--- src/rtl/pipe_ctrl_pkg.sv ---
// Shared encodings for the pipeline sequencer: stall bus values, multi-cycle
// op kinds and the EX occupancy FSM states.
package pipe_ctrl_pkg;

  typedef logic [5:0] StallBus;

  localparam StallBus StallNone   = 6'b000000;
  localparam StallBus StallFromId = 6'b000111;
  localparam StallBus StallFromEx = 6'b001111;

  typedef enum logic {
    MulKind = 1'b0,
    DivKind = 1'b1
  } mc_kind_e;

  typedef enum logic [1:0] {
    McIdle = 2'd0,
    McBusy = 2'd1,
    McDone = 2'd2
  } mc_state_e;

endpackage

--- src/rtl/pipe_ctrl_counter.sv ---
// Down-counter tracking remaining EX busy cycles: load, decrement, clear and
// zero detect.
module mc_counter
  import pipe_ctrl_pkg::*;
#(
  parameter int CNT_W = 6
) (
  input  logic             clk,
  input  logic             rst,
  input  logic             load,
  input  logic [CNT_W-1:0] load_val,
  input  logic             dec,
  input  logic             clear,
  output logic             zero
);

  logic [CNT_W-1:0] cnt;

  // Clear wins over load so an aborted op never leaves a stale count behind.
  always_ff @(posedge clk or negedge rst) begin
    if (!rst) begin
      cnt <= '0;
    end else if (clear) begin
      cnt <= '0;
    end else if (load) begin
      cnt <= load_val;
    end else if (dec && (cnt != '0)) begin
      cnt <= cnt - CNT_W'(1);
    end
  end

  assign zero = (cnt == '0);

endmodule

--- src/rtl/pipe_ctrl.sv ---
// Pipeline sequencer: merges ID/EX stall requests and MEM flushes into the
// per-stage stall vector, and tracks multi-cycle EX ops.
module pipe_ctrl
  import pipe_ctrl_pkg::*;
#(
  parameter int MUL_CYCLES = 3,
  parameter int DIV_CYCLES = 32,
  parameter int CNT_W      = 6
) (
  input  logic        clk,
  input  logic        rst,
  input  logic        stallreq_id_i,
  input  logic        ex_mc_req_i,
  input  logic        ex_mc_kind_i,
  input  logic        flush_req_i,
  output logic [5:0]  stall_o,
  output logic        flush_o,
  output logic        mc_busy_o,
  output logic        mc_done_o,
  output logic [31:0] stall_cnt_o
);

  localparam logic [CNT_W-1:0] MulLoad = CNT_W'(MUL_CYCLES - 1);
  localparam logic [CNT_W-1:0] DivLoad = CNT_W'(DIV_CYCLES - 1);

  mc_state_e        state;
  logic             cnt_zero;
  logic             cnt_load;
  logic             cnt_dec;
  logic             cnt_clear;
  logic [CNT_W-1:0] cnt_load_val;
  logic             ex_stall;
  StallBus          stall_d;
  logic [31:0]      stall_cnt_q;

  always_comb begin
    cnt_load     = (state == McIdle) && !flush_req_i && ex_mc_req_i;
    cnt_clear    = (state == McBusy) && flush_req_i;
    cnt_dec      = (state == McBusy) && !flush_req_i && !cnt_zero;
    cnt_load_val = (mc_kind_e'(ex_mc_kind_i) == DivKind) ? DivLoad : MulLoad;
  end

  mc_counter #(
    .CNT_W(CNT_W)
  ) u_mc_counter (
    .clk      (clk),
    .rst      (rst),
    .load     (cnt_load),
    .load_val (cnt_load_val),
    .dec      (cnt_dec),
    .clear    (cnt_clear),
    .zero     (cnt_zero)
  );

  // DONE ignores ex_mc_req_i: it still reflects the op that is completing.
  always_ff @(posedge clk or negedge rst) begin
    if (!rst) begin
      state <= McIdle;
    end else begin
      case (state)
        McIdle: if (!flush_req_i && ex_mc_req_i) state <= McBusy;
        McBusy: begin
          if (flush_req_i)   state <= McIdle;
          else if (cnt_zero) state <= McDone;
        end
        McDone:  state <= McIdle;
        default: state <= McIdle;
      endcase
    end
  end

  // Flush beats everything; an EX stall subsumes a concurrent ID stall.
  always_comb begin
    stall_d  = StallNone;
    ex_stall = ((state == McIdle) && ex_mc_req_i) || (state == McBusy);
    if (!rst)              stall_d = StallNone;
    else if (flush_req_i)  stall_d = StallNone;
    else if (ex_stall)     stall_d = StallFromEx;
    else if (stallreq_id_i) stall_d = StallFromId;
  end

  always_ff @(posedge clk or negedge rst) begin
    if (!rst) begin
      stall_cnt_q <= '0;
    end else if (stall_d[0] && (stall_cnt_q != 32'hFFFF_FFFF)) begin
      stall_cnt_q <= stall_cnt_q + 32'd1;
    end
  end

  assign stall_o     = stall_d;
  assign flush_o     = flush_req_i & rst;
  assign mc_busy_o   = (state == McBusy);
  assign mc_done_o   = (state == McDone) && !flush_req_i;
  assign stall_cnt_o = stall_cnt_q;

endmodule

--- config.mk ---
export PLATFORM = sky130hd
export DESIGN_NAME = pipe_ctrl
export DESIGN_NICKNAME = d
export VERILOG_FILES = /design/src/rtl/pipe_ctrl_pkg.sv /design/src/rtl/pipe_ctrl_counter.sv /design/src/rtl/pipe_ctrl.sv
export SDC_FILE = /design/constraint.sdc
export NUM_CORES = 1
export LEC_CHECK = 0
export CAP_MARGIN = 20
export CELL_PAD_IN_SITES_DETAIL_PLACEMENT = 0
export CELL_PAD_IN_SITES_GLOBAL_PLACEMENT = 1
export CORE_MARGIN = 1
export CORE_UTILIZATION = 35
export DETAILED_ROUTE_END_ITERATION = 7
export PLACE_DENSITY = 0.74
export SKIP_LAST_GASP = 1
export SYNTH_ARGS = -nofsm -noshare
export SYNTH_HDL_FRONTEND = slang
export SYNTH_SLANG_ARGS = --single-unit
--- constraint.sdc ---
create_clock -name clk -period 4.65 [get_ports clk]
set_input_delay 0.6975 -clock clk [delete_from_list [all_inputs] [get_ports clk]]
set_output_delay 0.6975 -clock clk [all_outputs]
set_load 0.02 [all_outputs]
==> summary.txt <==
Finish
  • Nets@finish: 257
  • Diode count: 0
  • Finished Layout Cells: 321
  • Fraction of layout cells with a size suffix above 1: 9.237%
  • Layout area overhead: 29.73%
  • # fillers: 568

Yosys
  • Post-synth EDFFs: 0
  • Asr flop ratio synth: 100.0%
  • Main synth FF type: dfrtp_1
  • Yosys reg bits: 40
  • Synth cell count leaders: 40 x dfrtp_1, 22 x xnor2_1, 19 x nand2_1, 14 x nor2_1, 13 x nand4_1
  • Top area cells in the synthesized netlist: dfrtp_1 48%, xnor2_1 9.2%, nand4_1 3.9%
  • Netlist cell types: 46
  • Share of the synthesized area in the top cell type: 47.76%
  • Avg Cell Area, Syn: 10.38 sq um
  • Sequential element share of the synthesized area: 47.76%
  • Cell with the most instances after synthesis: dfrtp_1
  • Ys Warns: 0
  • Mapped Cells: 202
  • Area leader, netlist: dfrtp_1
  • Mapped Area: 2096 sq um

GRT
  • Initial antenna violation count: 0
  • First-pass GRT wire length: 7693 um
  • Vias in the first global route: 1570
  • Total Routing Usage GR: 16.05%
  • Global route overflow: 0
  • Largest net degree at the start of global routing: 23

Clock tree
  • CTS tree: yes
  • Max Root-Sink Buffers: 2
  • Cts repair resizes: 0
  • # hold bufs at CTS: 0
  • Total CTS buffers: 5
  • Reg clk slew, reported paths: 80 ps
  • Clk Tree Root Cell: clkbuf_8
  • H-tree depth: 2
  • Clk sinks: 40
  • Number of setup buffers added after CTS: 0
  • Clk Latency, worst-skew pair: 290 ps

Timing
  • Sum of negative setup slack: 0 ps
  • Fmax: 0.3104 GHz
  • Final Skew: 2.677 ps
  • Fin crit period: 3222 ps
  • RSZ-0062 raised after global routing: no
  • Final Max Tran Viols: 0
  • # setup viols final: 0
  • Relative slew slack: 41.08%
  • Hold Vio Cnt, Final: 0
  • Worst slew pin tran: 871.5 ps
  • Hold slack: 355.8 ps
  • Tcrit/Tclk final: 69.29%

Routing
  • WL final: 4495 um
  • Iter 0 DRT Violations: 101
  • WL per Instance: 14.00 um
  • DRT Pass-1 Iters: 4
  • Vias per inst: 5.006
  • Residual DRC: 0
  • Vias: 1607
  • Post-route ant nets: 0

Placement
  • Gpl congestion: 0.7853
  • DPL Wire Length: 3254 um
  • Dpl cells: 313
  • IO Port Bufs: 44

Floorplanning
  • IO Count: 47
  • Core area: 5642 sq um
  • Die Ht: 79.38 um
  • Die W: 79.38 um
  • Initial Utilization: 37.15%
  • Rows: 27
  • DIE AREA: 6301 sq um

Power
  • Worst vdd ir: 282.1 uV
  • Pleak: 1.164 nW
  • Pwr Density: 392.7 nW/um^2

Hold path
  • Hold Path Class: input pin to asynchronous set/reset pin

Critical path
  • Critical Path Start Type: input pin
  • CP max FO: 10
  • Type of the worst setup path: input pin to output pin
  • Reg-to-Reg Start: stall_cnt_o[0]
  • Reg-to-reg endpoint: stall_cnt_o[29]
  • Reg2Reg Setup Slack: 2490 ps
  • R2r worst-path depth: 6
  • WP data arrival: 2520 ps
  • Worst path required time: 3950 ps
  • Crit. End Element: output pin

Run status
  • Outcome: finished clean

Job
  • Max-cap violations: 0
[worst max-delay path by stage]
| stage | startpoint | end | slack [ps] | cells past startpoint |
|---|---|---|---|---|
| finish | flush_req_i | stall_o[2] | 1430 | 4 |
| global route | flush_req_i | stall_o[2] | 1300 | 4 |
| CTS | flush_req_i | stall_o[2] | 1400 | 4 |
| floorplan | flush_req_i | stall_cnt_o[10] | 2290 | 7 |
| detailed placement | flush_req_i | stall_o[2] | 1390 | 4 |
| global placement | flush_req_i | stall_o[2] | 1430 | 4 |
[flip-flops by register name, indices dropped and copies added (netlist names)]
| register | flops |
|---|---|
| u_mc_counter.cnt | 6 |
| stall_cnt_o | 32 |
| state | 2 |
[critical path: stages]
cell and delay (ps):
clkdlybuf4s50_1 560, nand2b_1 260, a21oi_2 320, clkdlybuf4s50_1 680
[cells in the final DEF, fill, tap and decap left out, drive strengths merged, types with 2 or more instances in the layout]
master          n
nor3            5
or3             2
dfrtp          40
inv             9
xnor2          22
nor4            7
a21oi           4
o21ai           2
nand2          19
conb            2
nand4          14
and3            6
clkdlybuf4s50  43
nand3           9
or4b            2
buf             3
nand2b          3
a21o            2
ha              3
clkbuf          7
o22ai           2
xor2            9
nor2           14
[cell type report]
| class | count | area [sq um] | share of cell area [%] |
|---|---|---|---|
| multi-input combinational | 146 | 1017 | 37.41 |
| tap | 72 | 90.09 | 3.313 |
| sequential | 40 | 1001 | 36.82 |
| inverter | 9 | 33.78 | 1.243 |
| clock inverter | 1 | 30.03 | 1.104 |
| timing repair buffer | 46 | 450.4 | 16.57 |
| clock buffer | 7 | 96.34 | 3.543 |
[layer usage]
layer  routed length [um]  GRT usage, %  up-vias
li1                     -             -      799
met1                 2195         22.61      771
met2                 2046         23.28       29
met3                  175         3.657        8
met4                   78         7.273        0
met5                    0             0        -
[cells by family after synthesis]
kind of cell               synth area share (%)
and+or+nand+nor                           23.82
DFF                                       47.76
adders and majority gates                 1.791
AOI/OAI and AO/OA                         9.135
buffers and inverters                     3.881
muxes                                    0.4776
xor gates and xnor gates                  12.96
other                                    0.1789
[per-stage QoR]
stage	util, %	total power (W)	setup slack, ps	cell area (sq um)
finish	48.19	0.001068	1428	2719
floorplan	-	0.0006529	2288	2100
global placement	45.95	0.0007617	1429	2592
detailed placement	45.95	0.0007646	1392	2592
CTS	48.19	0.001078	1404	2719
global route	48.19	0.001139	1297	2719
[power by group]
part	leakage [nW]	switching (W)	internal, W
sequential	0.524	0.0000623	0.000400
clock	0.0645	0.000120	0.000189
combinational	0.575	0.000159	0.000137
(Power assumes the default switching activity.)
==> patch, RTL diff (same flow settings) <==
Register the output `stall_cnt_o` once more, cleared by the reset; this adds one clock of latency there. The other outputs are not delayed to match.
--- a/src/rtl/pipe_ctrl.sv
+++ b/src/rtl/pipe_ctrl.sv
@@ -91,7 +91,13 @@
   assign flush_o     = flush_req_i & rst;
   assign mc_busy_o   = (state == McBusy);
   assign mc_done_o   = (state == McDone) && !flush_req_i;
-  assign stall_cnt_o = stall_cnt_q;
+  always_ff @(posedge clk or negedge rst) begin
+    if (!rst) begin
+      stall_cnt_o <= '0;
+    end else begin
+      stall_cnt_o <= stall_cnt_q;
+    end
+  end
 
 endmodule
 
Behaviour: not the same (a bounded check fails within 4 cycles, from zero or initial values and one cycle with rst low).
==> patch against the original RTL <==
- total power is 42% higher
- setup slack worse by 0.48 ns
- area after synthesis is 39% higher
- global-route usage is 1.7 points lower
- sequential cell count is 32 higher
- non-clock buffer count stayed put
- routed wire length is 25% higher
- cell count is 25% higher
- clock skew is 0.0058 ns higher
- critical path type unchanged
- design area is 34% higher
==> patch: results (changes against the original RTL) <==
outcome:
  outcome: "complete, no violations"
grt:
  grt_max_degree: 74  # +220%
  grt_pass1_wl_um: 9660  # +26%
  grt_util_all_layers: 0.143  # -0.0171
placement:
  pre_cts_ws_ns: 0.943  # -0.449 ns
  gp_congestion: 0.793  # +1.0%
  placedInstanceArea_mm2: 0.00345  # +33%
  dp_hpwl_um: 3650  # +12%
yosys:
  synth_seq_area_share: 0.616  # +0.139
  yosys-top-cells-area: "dfrtp_1 (62%), xnor2_1 (6.3%), nand4_1 (3.2%), nand3_1 (3.1%), xor2_1 (2.4%)"
  synth.top_cells.by_count: "dfrtp_1 (72), xnor2_1 (21), nand3_1 (18)"
  synth_cell_types: 41  # -11%
power_and_ir_drop:
  peakVddDrop_mv: 0.213  # -24%
  power_leakage_nw: 1.60  # +37%
routing:
  vias: 2024  # +26%
  drt_iter0_drc: 79  # -22%
  wire_per_inst_um: 14.0  # about the same
setup_path:
  arrival_ns: 3.00  # +0.48 ns
  regToRegSetupSlack_ns: 2.29  # -0.20 ns
  worstReg2RegEnd: "stall_cnt_q[28]$_DFFE_PN0P_"
  slowest_delay_ns: 0.74  # +0.06 ns
  r2r_start: "state[1]$_DFFE_PN0P_"
timing:
  whs_ns: 0.428  # +0.0724 ns
  relSlewSlack: 0.301  # -0.110
  clock-skew-final_ns: 0.00846  # +0.00578 ns
final_layout:
  nets: 304  # +18%
  drive_gt1_frac: 0.0633  # -0.0290
clocking:
  root_buffer: "clkbuf_8"
  cts_made_buffers: 9  # +4
  htreeDepth: 3  # +1
  insertion_delay_ns: 0.33  # +0.04 ns
patch: changes by cell type in the layout (fill, tap and decap cells not counted), sizes merged, moves of 3 or more:
cell	unedited run	this run
nand3	9	18
and2	1	4
nand2	19	14
and4	1	6
o21ai	2	6
dfrtp	40	72
nor4	7	3
clkinv	0	3
clkbuf	7	10
patch: cell type report:
class	instances	area [um^2]
clock inverters	6	60.1
clock buffers	10	128
fillers	745	4250
well taps	102	128
inverters	8	30.0
repair buffers	46	450
multi-input cells	158	1040
flip-flops and latches	72	1800
patch: worst max-delay path by stage:
stage,to,slack [ns],depth (start not counted)
6_report,stall_o[1],0.95,5
5_1_grt,stall_o[1],0.80,5
4_1_cts,stall_o[1],0.93,5
3_5_place_dp,stall_o[1],0.94,5
3_3_place_gp,stall_o[0],0.98,5
2_1_floorplan,stall_o[1],1.96,6
patch: cell families after synthesis:
logic type               Yosys count  synth area share
AND/OR/NAND/NOR                  103             0.200
flip-flops                        72             0.616
XOR/XNOR                          29            0.0869
AO/OA/AOI/OAI                     20            0.0484
buffers and inverters             19            0.0304
adder cells (fa/ha/maj)            3            0.0128
other                              1           0.00128
multiplexers                       1           0.00385
patch: report_power, final:
part           internal (W)  leakage [nW]  switching [W]
Combinational      0.000128         0.541       0.000155
Sequential         0.000699         0.967      0.0000629
Clock              0.000245        0.0920       0.000222
Total               0.00107          1.60       0.000439
patch: layer usage:
| layer | global-route usage | up-vias | part of all wire |
|---|---|---|---|
| li1 | - | 964 | - |
| met1 | 0.202 | 986 | 0.48 |
| met2 | 0.205 | 67 | 0.46 |
| met3 | 0.0358 | 7 | 0.053 |
| met4 | 0.0731 | 0 | 0.0099 |
| met5 | 0 | - | 0 |
patch: metrics by stage:
step	cells	total power [W]	util
2_1_floorplan	249	0.000936	-
3_3_place_gp	386	0.00105	0.437
3_5_place_dp	386	0.00106	0.437
4_1_cts	402	0.00153	0.461
5_1_grt	402	0.00160	0.461
6_report	402	0.00151	0.461
